--- src/rtl/axi4l_clint_if.sv ---
// axi4l_if: 32-bit AXI4-Lite bundle shared between the interconnect and its slaves
interface axi4l_if;
  logic [31:0] awaddr;
  logic        awvalid;
  logic        awready;
  logic [31:0] wdata;
  logic [3:0]  wstrb;
  logic        wvalid;
  logic        wready;
  logic [1:0]  bresp;
  logic        bvalid;
  logic        bready;
  logic [31:0] araddr;
  logic        arvalid;
  logic        arready;
  logic [31:0] rdata;
  logic [1:0]  rresp;
  logic        rvalid;
  logic        rready;
  modport slave (
    input  awaddr, awvalid, wdata, wstrb, wvalid, bready, araddr, arvalid, rready,
    output awready, wready, bresp, bvalid, arready, rdata, rresp, rvalid
  );
  modport master (
    output awaddr, awvalid, wdata, wstrb, wvalid, bready, araddr, arvalid, rready,
    input  awready, wready, bresp, bvalid, arready, rdata, rresp, rvalid
  );
endinterface

--- src/rtl/axi4l_clint.sv ---
// axi4l_clint: AXI4-Lite core-local interruptor with shared prescaled mtime and per-hart timer/software interrupts
module axi4l_clint #(
  parameter int NUM_HARTS  = 1,
  parameter int PRESCALE_W = 8
) (
  input  logic                 clk,
  input  logic                 rst_n,
  output logic [NUM_HARTS-1:0] mtip,
  output logic [NUM_HARTS-1:0] msip,
  axi4l_if.slave               axi
);
  localparam logic [9:0] CMP_END  = 10'(4 + 2 * NUM_HARTS);
  localparam logic [9:0] MSIP_END = 10'(64 + NUM_HARTS);
  logic [63:0]           mtime;
  logic [63:0]           mtimecmp [NUM_HARTS];
  logic [31:0]           shadow, wd, r_word, ctrl_word, ctrl_new, w_data_q;
  logic [PRESCALE_W-1:0] div, cnt;
  logic                  en, tick, aw_held, w_held, wr_en, ar_hs;
  logic [9:0]            aw_idx_q, w_idx, r_idx;
  logic [3:0]            w_strb_q, ws;

  function automatic logic [31:0] merge(input logic [31:0] o, input logic [31:0] n, input logic [3:0] s);
    merge = o;
    for (int b = 0; b < 4; b++) if (s[b]) merge[8*b +: 8] = n[8*b +: 8];
  endfunction

  function automatic logic mapped(input logic [9:0] idx);
    return idx < 10'd3 || (idx >= 10'd4 && idx < CMP_END) || (idx >= 10'd64 && idx < MSIP_END);
  endfunction

  assign axi.awready = !aw_held;
  assign axi.wready  = !w_held;
  assign axi.arready = !axi.rvalid || axi.rready;
  assign w_idx     = aw_held ? aw_idx_q : axi.awaddr[11:2];
  assign wd        = w_held ? w_data_q : axi.wdata;
  assign ws        = w_held ? w_strb_q : axi.wstrb;
  assign wr_en     = (aw_held || axi.awvalid) && (w_held || axi.wvalid) && (!axi.bvalid || axi.bready);
  assign ar_hs     = axi.arvalid && axi.arready;
  assign r_idx     = axi.araddr[11:2];
  assign tick      = en && cnt == div;
  assign ctrl_word = 32'({div, 7'b0, en});
  assign ctrl_new  = merge(ctrl_word, wd, ws);

  // MTIMEH reads the shadow captured by the last MTIME read, never live mtime
  always_comb begin
    r_word = '0;
    if (r_idx == 10'd0) r_word = mtime[31:0];
    if (r_idx == 10'd1) r_word = shadow;
    if (r_idx == 10'd2) r_word = ctrl_word;
    for (int h = 0; h < NUM_HARTS; h++) begin
      if (r_idx == 10'(4 + 2 * h)) r_word = mtimecmp[h][31:0];
      if (r_idx == 10'(5 + 2 * h)) r_word = mtimecmp[h][63:32];
      if (r_idx == 10'(64 + h)) r_word = {31'b0, msip[h]};
    end
  end

  always_ff @(posedge clk) begin
    if (!rst_n) begin
      mtime      <= '0;
      shadow     <= '0;
      en         <= 1'b1;
      div        <= '0;
      cnt        <= '0;
      aw_held    <= 1'b0;
      w_held     <= 1'b0;
      aw_idx_q   <= '0;
      w_data_q   <= '0;
      w_strb_q   <= '0;
      axi.bvalid <= 1'b0;
      axi.bresp  <= 2'b00;
      axi.rvalid <= 1'b0;
      axi.rresp  <= 2'b00;
      axi.rdata  <= '0;
      mtip       <= '0;
      msip       <= '0;
      for (int h = 0; h < NUM_HARTS; h++) mtimecmp[h] <= '1;
    end else begin
      if (wr_en) begin
        aw_held <= 1'b0;
        w_held  <= 1'b0;
      end else begin
        if (axi.awvalid && !aw_held) begin
          aw_held  <= 1'b1;
          aw_idx_q <= axi.awaddr[11:2];
        end
        if (axi.wvalid && !w_held) begin
          w_held   <= 1'b1;
          w_data_q <= axi.wdata;
          w_strb_q <= axi.wstrb;
        end
      end
      if (wr_en && w_idx == 10'd2) begin
        en  <= ctrl_new[0];
        div <= ctrl_new[8 +: PRESCALE_W];
        cnt <= '0;
      end else if (en) cnt <= tick ? '0 : PRESCALE_W'(cnt + 1'b1);
      // a software write to mtime suppresses that cycle's increment
      if (wr_en && w_idx == 10'd0) mtime[31:0] <= merge(mtime[31:0], wd, ws);
      else if (wr_en && w_idx == 10'd1) mtime[63:32] <= merge(mtime[63:32], wd, ws);
      else if (tick) mtime <= mtime + 64'd1;
      if (ar_hs) begin
        axi.rvalid <= 1'b1;
        axi.rdata  <= r_word;
        axi.rresp  <= mapped(r_idx) ? 2'b00 : 2'b10;
        if (r_idx == 10'd0) shadow <= mtime[63:32];
      end else if (axi.rready) axi.rvalid <= 1'b0;
      if (wr_en) begin
        axi.bvalid <= 1'b1;
        axi.bresp  <= mapped(w_idx) ? 2'b00 : 2'b10;
      end else if (axi.bready) axi.bvalid <= 1'b0;
      for (int h = 0; h < NUM_HARTS; h++) begin
        if (wr_en && w_idx == 10'(4 + 2 * h)) mtimecmp[h][31:0] <= merge(mtimecmp[h][31:0], wd, ws);
        if (wr_en && w_idx == 10'(5 + 2 * h)) mtimecmp[h][63:32] <= merge(mtimecmp[h][63:32], wd, ws);
        if (wr_en && w_idx == 10'(64 + h) && ws[0]) msip[h] <= wd[0];
        mtip[h] <= mtime >= mtimecmp[h];
      end
    end
  end
endmodule

--- src/flat_wrapper.sv ---
// flat-port wrapper written by rule: the top's interface ports become plain ports
module axi4l_clint_flat 
#(
  parameter int NUM_HARTS  = 1,
  parameter int PRESCALE_W = 8
)
  (clk, rst_n, mtip, msip, axi_awaddr, axi_awvalid, axi_wdata, axi_wstrb, axi_wvalid, axi_bready, axi_araddr, axi_arvalid, axi_rready, axi_awready, axi_wready, axi_bresp, axi_bvalid, axi_arready, axi_rdata, axi_rresp, axi_rvalid);
  axi4l_if axi_i ();
  input  logic clk;
  input  logic rst_n;
  output logic [NUM_HARTS-1:0] mtip;
  output logic [NUM_HARTS-1:0] msip;
  input wire logic [$bits(axi_i.awaddr)-1:0] axi_awaddr;
  input wire logic [$bits(axi_i.awvalid)-1:0] axi_awvalid;
  input wire logic [$bits(axi_i.wdata)-1:0] axi_wdata;
  input wire logic [$bits(axi_i.wstrb)-1:0] axi_wstrb;
  input wire logic [$bits(axi_i.wvalid)-1:0] axi_wvalid;
  input wire logic [$bits(axi_i.bready)-1:0] axi_bready;
  input wire logic [$bits(axi_i.araddr)-1:0] axi_araddr;
  input wire logic [$bits(axi_i.arvalid)-1:0] axi_arvalid;
  input wire logic [$bits(axi_i.rready)-1:0] axi_rready;
  output wire logic [$bits(axi_i.awready)-1:0] axi_awready;
  output wire logic [$bits(axi_i.wready)-1:0] axi_wready;
  output wire logic [$bits(axi_i.bresp)-1:0] axi_bresp;
  output wire logic [$bits(axi_i.bvalid)-1:0] axi_bvalid;
  output wire logic [$bits(axi_i.arready)-1:0] axi_arready;
  output wire logic [$bits(axi_i.rdata)-1:0] axi_rdata;
  output wire logic [$bits(axi_i.rresp)-1:0] axi_rresp;
  output wire logic [$bits(axi_i.rvalid)-1:0] axi_rvalid;
  assign axi_i.awaddr = axi_awaddr;
  assign axi_i.awvalid = axi_awvalid;
  assign axi_i.wdata = axi_wdata;
  assign axi_i.wstrb = axi_wstrb;
  assign axi_i.wvalid = axi_wvalid;
  assign axi_i.bready = axi_bready;
  assign axi_i.araddr = axi_araddr;
  assign axi_i.arvalid = axi_arvalid;
  assign axi_i.rready = axi_rready;
  assign axi_awready = axi_i.awready;
  assign axi_wready = axi_i.wready;
  assign axi_bresp = axi_i.bresp;
  assign axi_bvalid = axi_i.bvalid;
  assign axi_arready = axi_i.arready;
  assign axi_rdata = axi_i.rdata;
  assign axi_rresp = axi_i.rresp;
  assign axi_rvalid = axi_i.rvalid;
  axi4l_clint #(.NUM_HARTS(NUM_HARTS), .PRESCALE_W(PRESCALE_W)) u_core (.clk(clk), .rst_n(rst_n), .mtip(mtip), .msip(msip), .axi(axi_i));
endmodule
--- config.mk ---
export PLATFORM = sky130hd
export DESIGN_NAME = axi4l_clint_flat
export DESIGN_NICKNAME = d
export VERILOG_FILES = /design/src/rtl/axi4l_clint_if.sv /design/src/rtl/axi4l_clint.sv /design/src/flat_wrapper.sv
export SDC_FILE = /design/constraint.sdc
export NUM_CORES = 1
export LEC_CHECK = 0
export CAP_MARGIN = 20
export CORE_UTILIZATION = 50
export CTS_CLUSTER_DIAMETER = 40
export DETAILED_ROUTE_END_ITERATION = 6
export HOLD_SLACK_MARGIN = 0.12
export MAX_ROUTING_LAYER = met4
export PLACE_DENSITY = 0.72
export SETUP_SLACK_MARGIN = 0.5
export SLEW_MARGIN = 20
export SYNTH_ARGS = -nofsm -noshare
export SYNTH_HDL_FRONTEND = slang
export SYNTH_SLANG_ARGS = --single-unit
--- constraint.sdc ---
create_clock -name clk -period 4.3 [get_ports clk]
set_clock_uncertainty 0.1 [all_clocks]
set_input_delay 0.86 -clock clk [delete_from_list [all_inputs] [get_ports clk]]
set_output_delay 0.86 -clock clk [all_outputs]
set_load 0.01 [all_outputs]
Yosys cells after proc, flatten, opt, wreduce, memory -nomap -nowiden
Memory sizes are Yosys's and may differ from the RTL's.
Cells that the tools add are included.

cells by class
  add/subtract/negate cells = 2
  $mul = 0
  div/mod/pow operators = 0
  magnitude comparators = 11
  equal/unequal tests = 20
  shifts and indexed selects = 0
  muxes and demuxes = 59
  bitwise logic cells = 3
  reduce and logical (&&, ||, !) cells = 52

operators with widths
  kind                                                                      number
  32-bit two-way mux                                                        10
  8-bit two-way mux                                                         29
  64-bit two-way mux                                                        3
  64-bit OR reduction                                                       2
  64-bit by 1-bit adder with 64-bit output (second input constant)          1
  64-bit >= comparator                                                      1
  10-bit by 3-bit == test with 1-bit output (second input constant)         4
  3-bit AND reduction                                                       8
  10-bit by 1-bit == test with 1-bit output (second input constant)         2
  10-bit by 2-bit == test with 1-bit output (second input constant)         2
  10-bit by 7-bit == test with 1-bit output (second input constant)         2
  10-bit by 3-bit >= comparator with 1-bit output (second input constant)   2
  10-bit by 7-bit >= comparator with 1-bit output (second input constant)   2
  10-bit zero test                                                          2
  10-bit by 2-bit < comparator with 1-bit output (second input constant)    2
  10-bit by 3-bit < comparator with 1-bit output (second input constant)    2
  10-bit by 7-bit < comparator with 1-bit output (second input constant)    2
  2-bit by 1-bit inequality test with 1-bit output (second input constant)  9
  1-bit logical AND                                                         17
  1-bit two-way mux                                                         11
  10-bit two-way mux                                                        1
  2-bit AND reduction                                                       5
  8-bit by 1-bit adder with 8-bit output (second input constant)            1
  8-bit == test                                                             1
  other kinds (7)                                                           26

word-level totals
  register bits = 201
  latch bits = 0
  RAM bits = 64
  ROM bits = 0
  bits of input ports = 107
  output and inout bits = 43
  word-level logic and storage cells = 172
  memories = 1

memory list
  memory           depth  width  read ports  clocked after memory_dff  wr ports  RTL line           RTL
  u_core.mtimecmp  1      64     1           0                         1         axi4l_clint.sv:15  logic [63:0] mtimecmp [NUM_HARTS];

Longest topological paths before layout
Gate-level depths: netlist of run 1.

  depth in word-level cells = 10
  mapped depth = 12
  depth with buffers taken out = 9

Worst setup path before layout of run 1
OpenSTA, ideal clock, no wires.

  path kind = input-to-reg
  start point = input axi_awaddr[6]
  end point = memory u_core.mtimecmp[0][48] (enable)
  setup time = 384 ps
  arrival = 2808 ps
  data required time = 3816 ps
  setup slack = 1008 ps
  stages = 7
  buffers on the path = 1
  cells stage by stage = nor4_2 -> a32oi_2 -> or3_1 -> nor3_1 -> buf_2 -> inv_1 -> o21ai_0

on the way
  word-level cells in the longest chain between the ends = 9
  elaborated cells on any way between the ends = 15
  those cells by class = 2 x eq/ne; 9 x mux; 4 x reduce/logical

ends and longest elaborated chain
  item                                       RTL line            RTL
  from (decl)                                flat_wrapper.sv:13  input wire logic [$bits(axi_i.awaddr)-1:0] axi_awaddr;
  10-bit two-way mux *                       axi4l_clint.sv:34   assign w_idx = aw_held ? aw_idx_q : axi.awaddr[11:2];
  10-bit by 3-bit == test with 1-bit output  axi4l_clint.sv:112  if (wr_en && w_idx == 10'(4 + 2 * h)) mtimecmp[h][31:0] <= merge(mtimecmp[h][31:0], wd, ws);
  1-bit logical AND                          axi4l_clint.sv:112
  1-bit two-way mux                          axi4l_clint.sv:112
  1-bit two-way mux                          axi4l_clint.sv:58   if (!rst_n) begin
  1-bit two-way mux (implied by the code)    axi4l_clint.sv:112
  64-bit OR reduction (no source line)       -
  2-bit two-way mux (no source line)         -
  2-bit two-way mux (no source line) *       -
  to (decl)                                  axi4l_clint.sv:15

Mark *: on every way between the ends. The rest lies on a longest branch, timed or not.

Final worst setup path of run 1
  start point = input axi_awaddr[6]
  end point = register u_core.mtime[45]

on the way
  word-level cells in the longest chain between the ends = 5
  elaborated cells on any way between the ends = 10
  those cells by class = 2 x eq/ne; 2 x mux; 1 x bitwise; 5 x reduce/logical

ends and longest elaborated chain
  item                                                                                       RTL line                              RTL
  10-bit two-way mux *                                                                       axi4l_clint.sv:34
  10-bit by 1-bit == test with 1-bit output / 10-bit zero test (equally long branches)       axi4l_clint.sv:99, axi4l_clint.sv:98
  1-bit logical AND, on equally long branches                                                axi4l_clint.sv:99, axi4l_clint.sv:98
  2-bit by 1-bit inequality test with 1-bit output (no source line) (tied with other cells)  -
  3-bit AND reduction (no source line)                                                       -
  to (signal assigned)                                                                       axi4l_clint.sv:99                     else if (wr_en && w_idx == 10'd1) mtime[63:32] <= merge(mtime[63:32], wd, ws);
  to (signal assigned)                                                                       axi4l_clint.sv:100                    else if (tick) mtime <= mtime + 64'd1;
  to (decl)                                                                                  axi4l_clint.sv:14                     logic [63:0] mtime;

Marks and branches as above.
A chain may end at the register's enable or synchronous reset.

==> results.md, run 1 <==
- Horizontal extent of the die: around 170 um
- Die Span Y: about 170 um
- Count of instances resized after the clock tree is built: 0
- Top cells by area in the synthesized netlist: dfxtp_1 28%, edfxtp_1 13%, a21oi_1 8.3%
- Diode count: 0
- Buffer depth of the longest clock path: 3
- CTS tree: yes
- EDFF count, synth: 64
- Data required time of the worst path: between 4 and 5 ns
- Core Footprint: 28000 um2
- Top-Level Pins: 150
- Num rows: between 60 and 70
- Largest net degree at the start of global routing: 65
- Worst ir drop on vdd: around 0.25 mV
- Via count of the first global-routing pass: approximately 13000
- Via count: between 10000 and 15000
- Layout-stage area growth over the synthesis result: 19.5%
- Layout filler cell count: 2441
- Post-synthesis register bit count: 263
- Post-CTS Setup Repair Bufs: 0
- Slowest cell on crit path: or4_1
- P_leak: roughly 6.6 nW
- Count of different cell masters after synthesis: about 90
- Initial antenna violation count: 0
- Total clock sinks: 263
- Average detailed-routed wire length per instance: 20.0 um
- WS Path Type: primary input to flop
- Cell type group with the largest total delay on the critical path: simple AND/OR/NAND/NOR gates
- Post-synth design cell area: 14300 um2
- Flip-flop cell with the highest count after synthesis: dfxtp_1
- Top-count cell post-synth: nand2_1
- Sort of element at the end of the critical path: flop
- Part of the Yosys area used for sequential elements: 41.2%
- GR Util All Layers: between 30% and 40%
- TritonCTS Buffers: 41
- Arrival time of the worst setup path: 3.64 ns
- Achievable clock frequency: ~300 MHz
- Hold Path Class: flop to flop
- First-pass GRT wire length: between 60000 and 70000 um
- Cell Chain, Critical Path: clkdlybuf4s50_1 -> nor4_2 -> mux2i_1 -> or4_1 -> buf_4 -> o21ai_1 -> o21bai_1 -> nor3b_2
- Fraction of registers with async set/reset: 0%
- Total negative slack: 0 ns
- Power density over the cells: ~380 nW/um2
- Setup repair after global routing missed its margin: no
- Origin of the worst min-delay path: u_core.axi.rdata[10]
- Final hold violations: 0
- Cell Count, Final, Fillers Out: approximately 2200
- Sum of overflow across all layers after global routing: 0
- Number of H-tree levels: 2
- Post-layout nets: approximately 2000
- Count of final max-slew check failures: 0
- Final cycle utilization of the critical path: roughly 77%
- Number of input and output port buffers inserted: 103
- Router iterations before antenna repair: 6
- Total half-perimeter wirelength after legalization and detailed placement: about 30000 um
- Number of nets with antenna violations after detailed routing: 0
- Relative slew slack: 30.9%
- Final Setup Violations: 0
- Worst Setup Start Kind: primary input
- Proportion of netlist area held by the largest area contributor: between 20% and 30%
- Cell type contributing the most total cell area after synthesis: dfxtp_1
- Average footprint of a synthesized cell: around 8.3 um2
- Max-cap viol count: 0
- Clock-pin slew reported for the worst setup and hold paths after clock tree synthesis: 0.06 ns
- Ranking of synthesized cells by instance count: 260 x nand2_1, 239 x a21oi_1, 199 x dfxtp_1
- Critical path peak fanout: 41
- Instance count of the mapped netlist: ~1700
- Outcome: finished clean
- Critical Path Source: axi_awaddr[6]
- Effective utilization at floorplan: 51.2%
- Layout cells sized above 1: slightly below 9%
- Final Hold Slack: 0.346 ns
- Final estimated routing congestion in global placement: 0.912
- Clk Latency, worst-skew pair: approximately 0.55 ns
- Number of buffers inserted by hold repair at cts: 0
- Maximum cell stage delay along the critical path: 0.56 ns
- Slew of the pin with the lowest slew margin: roughly 1.0 ns
- Ys Warns: 0
- WL final: 44300 um
- Placed instance count: ~2100
- Vias/cell: 6.18
- Minimum clock period after layout: around 3.3 ns
- DIE AREA: about 30000 um2
- Cell chosen for the clock root: clkbuf_16
- Origin of the critical flop-to-flop path: u_core.mtime[16]
- Number of remaining DRC errors: 0
- Worst Path Buf+Inv: 2
- Initial DRC count: ~1600
-- power by group --
group / switching (mW) / internal, mW
Sequential: 0.0442 / 2.58
Combinational: 0.290 / 0.171
Clock: 1.26 / 2.09
-- cells by family (layout without fill, tap and decap cells) --
logic type      after synthesis  count (layout)  synth area share [%]
compound gates              526             526                  22.3
xor+xnor                     16              16                 0.978
fa+ha+maj                    66              66                  5.76
buf+inv                     190             298                  5.49
flops                       263             263                  41.2
mux                          54              54                  3.80
other cells                   1               2                0.0262
simple gates                606             606                  20.4
-- stage by stage --
step | worst slack, ns | area, um2 | power [mW] | utilization, %
after floorplan | 1.01 | 14300 | 2.92 | -
after global placement | 0.508 | 15700 | 3.11 | 56.1
after detailed placement | 0.435 | 15700 | 3.12 | 56.1
after CTS | 1.00 | 17100 | 6.44 | 61.1
after global routing | 0.817 | 17100 | 6.62 | 61.1
final | 0.978 | 17100 | 6.43 | 61.1
-- layer usage --
layer | wire length, um | GRT usage (%) | part of all wire [%]
met5 | 0 | - | 0
met4 | 1150 | 8.62 | 2.6
met3 | 4950 | 7.71 | 11
met2 | 18900 | 45.6 | 43
met1 | 19300 | 42.9 | 44
-- cell usage in the layout, fill, tap and decap left out, types with 9 or more instances in the layout --
cell type	netlist	layout
nand3_1	38	38
nand2_1	260	260
a21o_1	15	15
o21a_1	9	9
o21ai_0	104	104
a31oi_1	25	25
inv_1	78	78
ha_1	66	66
clkdlybuf4s50_1	0	103
and3_1	21	21
o21ai_1	9	9
mux2i_1	51	51
a211oi_1	10	10
nor3_1	44	43
nand4_1	32	32
nor4_1	15	14
a21oi_1	239	239
a221oi_1	25	25
edfxtp_1	64	64
xnor2_1	9	9
a22o_1	24	24
clkbuf_16	0	45
buf_4	3	39
dfxtp_1	199	198
nor2_1	110	106
-- cell type report --
class / count / area, um2 / share of cell area, %
sequential: 263 / 5910 / 34.5
clock inverter: 23 / 223 / 1.30
clock buffer: 52 / 1180 / 6.90
multi-input combinational: 1270 / 7680 / 44.8
timing repair buffer: 144 / 1360 / 7.96
inverter: 79 / 299 / 1.75
tap: 378 / 473 / 2.76
-- state kept, by name (all words and copies together), names as in the netlist, 4 cells and up --
name,cells
u_core.aw_idx_q,10
u_core.div,8
u_core.w_strb_q,4
u_core.shadow,32
u_core.axi.rdata,32
u_core.mtime,64
u_core.mtimecmp,64
u_core.w_data_q,32
u_core.cnt,8
-- path summary, 6_finish.rpt --
check	end	slack [ns]	cells after the start
hold / removal	u_core.axi.rdata[10]	0.35	1
setup reg to reg	u_core.mtime[60]	1.16	7
setup / recovery	u_core.mtime[45]	0.98	8
hold reg to reg	u_core.axi.rdata[10]	0.35	1
Note: power is estimated with default switching activity, not from simulation.
==> run 2: changes to the inputs <==
==> constraint.sdc (replaced) <==
create_clock -name clk -period 3.4 [get_ports clk]
set_clock_uncertainty 0.1 [all_clocks]
set_input_delay 0.68 -clock clk [delete_from_list [all_inputs] [get_ports clk]]
set_output_delay 0.68 -clock clk [all_outputs]
set_load 0.01 [all_outputs]
==> run 2 against run 1 <==
Cell count grew 2.2%. Largest cell class unchanged. Register-to-register slack lost 0.60 ns. Worst hold slack gained 0.0031 ns. Utilization grew 1.9 points. Worst setup slack lost 0.46 ns. Flip-flop and latch count is the same. Via count grew 1.6%. First-iteration DRC count grew 16%. Design area grew 3.1%. Sequential power grew 26%. Total power grew 28%. Sequential share of layout area shrank 0.99 points.
==> results.md, run 2 (synthesis gave the netlist of run 1 again) <==
- Met2 layer usage reported by global route: 46.3% (was 45.6%)
- Slew of the pin with the lowest slew margin: 0.936 ns (was 1.03 ns)
- WS Path Type: primary input to flop (unchanged)
- Final hold violations: 0 (unchanged)
- Cell Chain, Critical Path: clkdlybuf4s50_1 -> nor4_4 -> mux2i_1 -> or4_1 -> buf_4 -> buf_4 -> o21ai_1 -> buf_4 -> o21bai_1 -> nor3b_2 (was clkdlybuf4s50_1 -> nor4_2 -> mux2i_1 -> or4_1 -> buf_4 -> o21ai_1 -> o21bai_1 -> nor3b_2)
- Number of remaining DRC errors: 0 (unchanged)
- Layout cells sized above 1: 11.8% (was 8.90%)
- Leading cell type in the layout, fill and taps excluded: nand2_1 (unchanged)
- Die Span Y: 171 um (unchanged)
- Minimum setup slack among reg-to-reg paths: 0.56 ns (was 1.16 ns)
- Final cycle utilization of the critical path: a little over four fifths
- Hold Path Class: flop to flop (unchanged)
- Initial antenna violation count: 1 (was 0)
- Power share of the sequential group: 40.2% (was 40.8%)
- Total clock sinks: 263 (unchanged)
- Final Setup Violations: 0 (unchanged)
- Post-layout nets: 2020 (was 1972)
- Worst Setup Start Kind: primary input (unchanged)
- Num rows: 61 (unchanged)
- Average detailed-routed wire length per instance: 20.2 um (was 20.0 um)
- Initial DRC count: 1827 (was 1573)
- Most used routing layer in global routing: met2 (unchanged)
- Cell chosen for the clock root: clkbuf_16 (unchanged)
- Hold path endpoint: u_core.axi.rdata[9] (was u_core.axi.rdata[10])
- Vias/cell: 6.14 (was 6.18)
- Design Power: 8.24 mW (was 6.43 mW)
- Count of final max-slew check failures: 0 (unchanged)
- Critical path peak fanout: 16 (was 41)
- Top-Level Pins: 150 (unchanged)
- Max-cap viol count: 0 (unchanged)
- Clk Latency, worst-skew pair: 0.53 ns (was 0.55 ns)
- Outcome: finished clean (unchanged)
- Worst Path Buf+Inv: 4 (was 2)
- Number of nets with antenna violations after detailed routing: 0 (unchanged)
- Origin of the worst min-delay path: u_core.axi.rdata[9] (was u_core.axi.rdata[10])
- Horizontal extent of the die: 171 um (unchanged)
- Slowest cell on crit path: or4_1 (unchanged)
- Layout-stage area growth over the synthesis result: 23.2% (was 19.5%)
- Final estimated routing congestion in global placement: 0.951 (was 0.912)
- Origin of the critical flop-to-flop path: u_core.mtime[15] (was u_core.mtime[16])
- Biggest regs: u_core.mtime (64), u_core.mtimecmp (64) (unchanged)
- Worst ir drop on vdd: 0.383 mV (was 0.254 mV)
- Data required time of the worst path: 3.70 ns (was 4.61 ns)
- DIE AREA: 29300 um2 (unchanged)
- WL final: 45500 um (was 44300 um)
- Worst R2R Path Depth: 7 (unchanged)
- Internal Power: 6.26 mW (was 4.84 mW)
- CTS tree: yes (unchanged)
- Switching share of total power: 24.0% (was 24.7%)
- Buffer depth of the longest clock path: 3 (unchanged)
- Sum of overflow across all layers after global routing: 0 (unchanged)
- Router iterations before antenna repair: 6 (unchanged)
- Number of input and output port buffers inserted: 103 (unchanged)
- Sort of element at the end of the critical path: flop (unchanged)
- Final cell utilization of the core: 63.0% (was 61.1%)
- Largest net degree at the start of global routing: 49 (was 65)
- Most frequent cells in the layout: 259 x nand2_1, 239 x a21oi_1, 196 x dfxtp_1, 104 x nor2_1 (was 260 x nand2_1, 239 x a21oi_1, 198 x dfxtp_1, 106 x nor2_1, 104 x o21ai_0)
- TritonCTS Buffers: 40 (was 41)
- Relative slew slack: 35.8% (was 30.9%)
- First-pass GRT wire length: 70300 um (was 69400 um)
- Proportion of power drawn by the clock network: 52.2% (was 52.0%)
- Number of H-tree levels: 2 (unchanged)
- Power density over the cells: 467 nW/um2 (was 376 nW/um2)
- M1 GR Usage: 43.9% (was 42.9%)
- Worst path most repeated cell: buf_4
- Combinational fraction of design power: 7.6% (was 7.2%)
- Via count: 13900 (was 13700)
- Final Hold Slack: 0.350 ns (was 0.346 ns)
- Maximum cell stage delay along the critical path: 0.52 ns (was 0.56 ns)
- Cell type group with the largest total delay on the critical path: buffers and inverters (was simple AND/OR/NAND/NOR gates)
- Clock-pin slew reported for the worst setup and hold paths after clock tree synthesis: 0.05 ns (was 0.06 ns)
- Effective utilization at floorplan: 51.2% (unchanged)
- GR Util All Layers: 32.0% (was 31.3%)
- Reg-to-reg endpoint: u_core.mtime[42] (was u_core.mtime[60])
- Minimum clock period after layout: between 2 and 3 ns
- P_leak: 6.84 nW (was 6.58 nW)
- Core Footprint: 28000 um2 (unchanged)
- Hold Path Depth: 1 (unchanged)
- Setup repair after global routing missed its margin: yes (was no)
- Total half-perimeter wirelength after legalization and detailed placement: 32100 um (was 30900 um)
- Via count of the first global-routing pass: 12800 (was 12700)
- Switching power of the nets: 1.98 mW (was 1.59 mW)
- Global Route met3 Usage: 6.99% (was 7.71%)
- Achievable clock frequency: between 300 and 400 MHz
- Arrival time of the worst setup path: 3.18 ns (was 3.64 ns)
- Stages on worst setup path: 10 (was 8)
## run 2: changes by cell type in the layout (fill, tap and decap cells not counted), moves of 2 or more
cell        change
dfxtp_1         -2
clkinvlp_4      +2
nor2_1          -2
inv_4           -3
buf_4          +42
bufinv_16       +4
nor2_2          +2
clkbuf_16       -3
dfxtp_4         +2
buf_12          +5
## run 2: worst max-delay path by stage
stage | from | end
after CTS | u_core.mtime[0] | u_core.mtip
after floorplan | axi_awaddr[6] | u_core.mtimecmp[0][48]
after global placement | axi_awaddr[2] | u_core.mtime[60]
after global routing | axi_awaddr[11] | u_core.mtime[3]
final | axi_awaddr[11] | u_core.mtime[47]
after detailed placement | axi_awaddr[2] | u_core.mtime[60]
## run 2: metal layers
metal,share of wire [%],routed length (um)
met4,2.9,1300
met5,0,0
met3,12,5310
met1,43,19500
met2,43,19500
## run 2: worst reg2reg max path, stage by stage, from the launching register on
cell	delay, ns
dfxtp_1	0.57
nand4_1	0.20
or4_4	0.58
nor4_2	0.60
nand3_1	0.21
o21ai_0	0.25
a21oi_1	0.10
nor3_1	0.14
## run 2: through the flow
step | setup TNS [ns] | std cells | area [um2] | setup slack, ns
2_1_floorplan | 0 | 1723 | 14300 | 0.288
3_3_place_gp | -0.0160 | 2182 | 16100 | -0.0160
3_5_place_dp | -0.690 | 2182 | 16100 | -0.0948
4_1_cts | 0 | 2255 | 17600 | 0.478
5_1_grt | 0 | 2257 | 17700 | 0.420
6_report | 0 | 2257 | 17700 | 0.518
## run 2: power by group through the flow
| stage | sequential (mW) | combinational (mW) | clock, mW |
|---|---|---|---|
| 6_report | 3.31 | 0.625 | 4.30 |
| 5_1_grt | 3.32 | 0.665 | 4.48 |
| 3_3_place_gp | 3.37 | 0.583 | 0 |
| 4_1_cts | 3.31 | 0.605 | 4.34 |
| 2_1_floorplan | 3.36 | 0.330 | 0 |
| 3_5_place_dp | 3.37 | 0.593 | 0 |
## run 2: timing repair
item,4_1_cts,5_1_grt
hold buffers,0,0
buffers inserted,0,1
gates resized for setup,6,19
pin swaps,1,7
setup endpoints to repair,69,153
## run 2: area by class of cell
class / instances / area, um2
well taps: 378 / 473
fillers: 2376 / 10400
flip-flops and latches: 263 / 5910
multi-input cells: 1270 / 7760
repair buffers: 193 / 1810
clock buffers: 49 / 1100
diodes: 1 / 2.50
inverters: 79 / 299
clock inverters: 24 / 303
==> run 3: changes to the inputs <==
--- a/config.mk
+++ b/config.mk
@@ -11,7 +11,7 @@
 export DETAILED_ROUTE_END_ITERATION = 6
 export HOLD_SLACK_MARGIN = 0.12
 export MAX_ROUTING_LAYER = met4
-export PLACE_DENSITY = 0.72
+export PLACE_DENSITY = 0.75
 export SETUP_SLACK_MARGIN = 0.5
 export SLEW_MARGIN = 20
 export SYNTH_ARGS = -nofsm -noshare
==> constraint.sdc (replaced) <==
create_clock -name clk -period 2.5 [get_ports clk]
set_clock_uncertainty 0.1 [all_clocks]
set_input_delay 0.5 -clock clk [delete_from_list [all_inputs] [get_ports clk]]
set_output_delay 0.5 -clock clk [all_outputs]
set_load 0.01 [all_outputs]
==> run 3 against run 2 <==
Routed wire length rose by 39%. Flip-flop and latch count did not move. Global-route usage rose by 5.1 points. Utilization rose by 14 points. Register-to-register slack got worse by 0.89 ns. Clock power rose by 36%. Die area did not move. The run now ends with design-rule violations, negative setup slack left. Highest routed layer unchanged. Critical path depth rose by 1. Critical endpoint is now u_core.mtime[27]. Sequential power rose by 36%. Count of clock-buffer cells in the layout rose by 6. Sequential share of layout area fell by 6.1 points. First-iteration DRC count rose by 43%.
==> results.md, run 3 (synthesis gave the netlist of run 1 again) <==
- Outcome: finished with violations (was finished clean)
- Violated checks: design-rule violations, negative setup slack
- Vias/cell: 6.73 (was 6.14)
- Achievable clock frequency: 354 MHz
- Sum of overflow across all layers after global routing: 0 (unchanged)
- Via count of the first global-routing pass: 15100 (was 12800)
- Final hold violations: 0 (unchanged)
- Layout-stage area growth over the synthesis result: 50.7% (was 23.2%)
- Final estimated routing congestion in global placement: 0.997 (was 0.951)
- Clock-pin slew reported for the worst setup and hold paths after clock tree synthesis: 0.06 ns (was 0.05 ns)
- Number of nets with antenna violations after detailed routing: 0 (unchanged)
- DIE AREA: 29300 um2 (unchanged)
- Final cycle utilization of the critical path: 113%
- First-pass GRT wire length: 81800 um (was 70300 um)
- Hold Path Class: primary input to flop (was flop to flop)
- Horizontal extent of the die: 171 um (unchanged)
- Total half-perimeter wirelength after legalization and detailed placement: 36100 um (was 32100 um)
- Average detailed-routed wire length per instance: 25.1 um (was 20.2 um)
- Number of remaining DRC errors: 2 (was 0)
- Placed instance count: 2340 (was 2182)
- Max-cap viol count: 0 (unchanged)
- Effective utilization at floorplan: 51.2% (unchanged)
- Worst Setup Start Kind: flop (was primary input)
- Data required time of the worst path: 2.79 ns (was 3.70 ns)
- Initial antenna violation count: 6 (was 1)
- Core Footprint: 28000 um2 (unchanged)
- Num rows: 61 (unchanged)
- Cell Count, Final, Fillers Out: 2516 (was 2257)
- Layout cells sized above 1: 30.9% (was 11.8%)
- CTS tree: yes (unchanged)
- Sort of element at the end of the critical path: flop (unchanged)
- Final worst slack: -0.328 ns (was 0.518 ns)
- Power density over the cells: 536 nW/um2 (was 467 nW/um2)
- Buffer depth of the longest clock path: 3 (unchanged)
- TritonCTS Buffers: 43 (was 40)
- Clk Latency, worst-skew pair: 0.54 ns (was 0.53 ns)
- WS Path Type: flop to flop (was primary input to flop)
- Slew of the pin with the lowest slew margin: 0.924 ns (was 0.936 ns)
- Number of buffers inserted by hold repair at cts: 0 (unchanged)
- Total clock sinks: 263 (unchanged)
- Critical path peak fanout: 5 (was 16)
- Leading cell type in the layout, fill and taps excluded: nand2_1 (unchanged)
- Arrival time of the worst setup path: 3.12 ns (was 3.18 ns)
- P_leak: 9.39 nW (was 6.84 nW)
- Count of final max-slew check failures: 0 (unchanged)
- Number of H-tree levels: 2 (unchanged)
- Largest net degree at the start of global routing: 54 (was 49)
- Number of input and output port buffers inserted: 103 (unchanged)
- Die Span Y: 171 um (unchanged)
- Setup repair after global routing missed its margin: yes (unchanged)
- Worst path most repeated cell: buf_6 (was buf_4)
- GR Util All Layers: 37.1% (was 32.0%)
- Worst ir drop on vdd: 0.505 mV (was 0.383 mV)
- Maximum cell stage delay along the critical path: 0.51 ns (was 0.52 ns)
- Cell chosen for the clock root: clkbuf_16 (unchanged)
- Slowest cell on crit path: or4_4 (was or4_1)
- Top-Level Pins: 150 (unchanged)
- Biggest regs: u_core.mtime (64), u_core.mtimecmp (64) (unchanged)
- Via count: 16900 (was 13900)
- Initial DRC count: 2618 (was 1827)
- Minimum clock period after layout: approximately 2.8 ns
- WL final: 63200 um (was 45500 um)
- Relative slew slack: 36.7% (was 35.8%)
- Most frequent cells in the layout: 245 x nand2_1, 219 x buf_4, 212 x a21oi_1, 183 x dfxtp_1, 84 x nor2_1 (was 259 x nand2_1, 239 x a21oi_1, 196 x dfxtp_1, 104 x nor2_1)
- Cell Chain, Critical Path: buf_6 -> buf_4 -> nor3b_4 -> o21ai_2 -> or4_4 -> buf_6 -> nand3_4 -> buf_12 -> nor2_4 -> nor3_4 -> a211oi_2 (was clkdlybuf4s50_1 -> nor4_4 -> mux2i_1 -> or4_1 -> buf_4 -> buf_4 -> o21ai_1 -> buf_4 -> o21bai_1 -> nor3b_2)
- Final Setup Violations: 179 (was 0)
- Worst Setup Slack post-DPL: -0.734 ns (was -0.0948 ns)
- Router iterations before antenna repair: 7 (was 6)
- Post-layout nets: 2272 (was 2020)
-- run 3: stage by stage --
stage	utilization (%)	hold slack (ns)	total power, mW	cell area, um2	TNS [ns]
finish	77.1	0.245	11.6	21600	-16.09
global route	77.1	0.280	11.8	21600	-27.19
CTS	72.4	0.266	11.4	20300	-0.658
detailed placement	63.6	0.338	5.58	17800	-118.01
global placement	63.6	0.337	5.55	17800	-99.86
floorplan	-	0.336	5.05	14900	0
-- run 3: per-layer routing --
layer / track usage (%) / wire [um] / vias to the layer above
li1: - / - / 7027
met1: 46.7 / 21700 / 7777
met2: 56.6 / 26700 / 1560
met3: 7.57 / 9180 / 565
met4: 18.8 / 5520 / 0
met5: - / 0 / -
-- run 3: final timing paths --
path / depth (start not counted) / slack, ns / endpoint / from
worst min register to register: 2 / 0.34 / u_core.axi.rdata[20] / u_core.axi.rdata[20]
worst max register to register: 11 / -0.33 / u_core.mtime[27] / u_core.aw_held
worst max-delay path: 11 / -0.33 / u_core.mtime[27] / u_core.aw_held
worst min-delay path: 3 / 0.25 / u_core.aw_idx_q[7] / axi_awaddr[9]
-- run 3: timing repair --
item,in CTS,in global routing
buffers inserted,37,32
resized for setup,165,209
pin swaps,54,100
setup endpoints to repair,242,272
gates cloned,7,16
-- run 3: worst max-delay path, delay by kind of cell, from the launching register on --
family | cells | cell delay, ns
DFF | 1 | 0.36
buffers and inverters | 4 | 0.57
AOI/OAI and AO/OA | 2 | 0.29
and+or+nand+nor | 5 | 1.35
-- run 3: final cells by class --
| class | count | area (um2) |
|---|---|---|
| fill | 1690 | 6410 |
| clock buffer | 55 | 1210 |
| inverter | 79 | 303 |
| clock inverter | 23 | 203 |
| timing repair buffer | 440 | 4650 |
| sequential | 263 | 5930 |
| tap | 378 | 473 |
| antenna | 6 | 15.0 |
| multi-input combinational | 1272 | 8810 |
-- run 3: power breakdown --
group          total [mW]  leakage (nW)  internal, mW  switching [mW]
clock network        5.85         0.697          3.58            2.26
registers            4.51          2.10          4.44          0.0690
logic                1.22          6.58         0.527           0.698
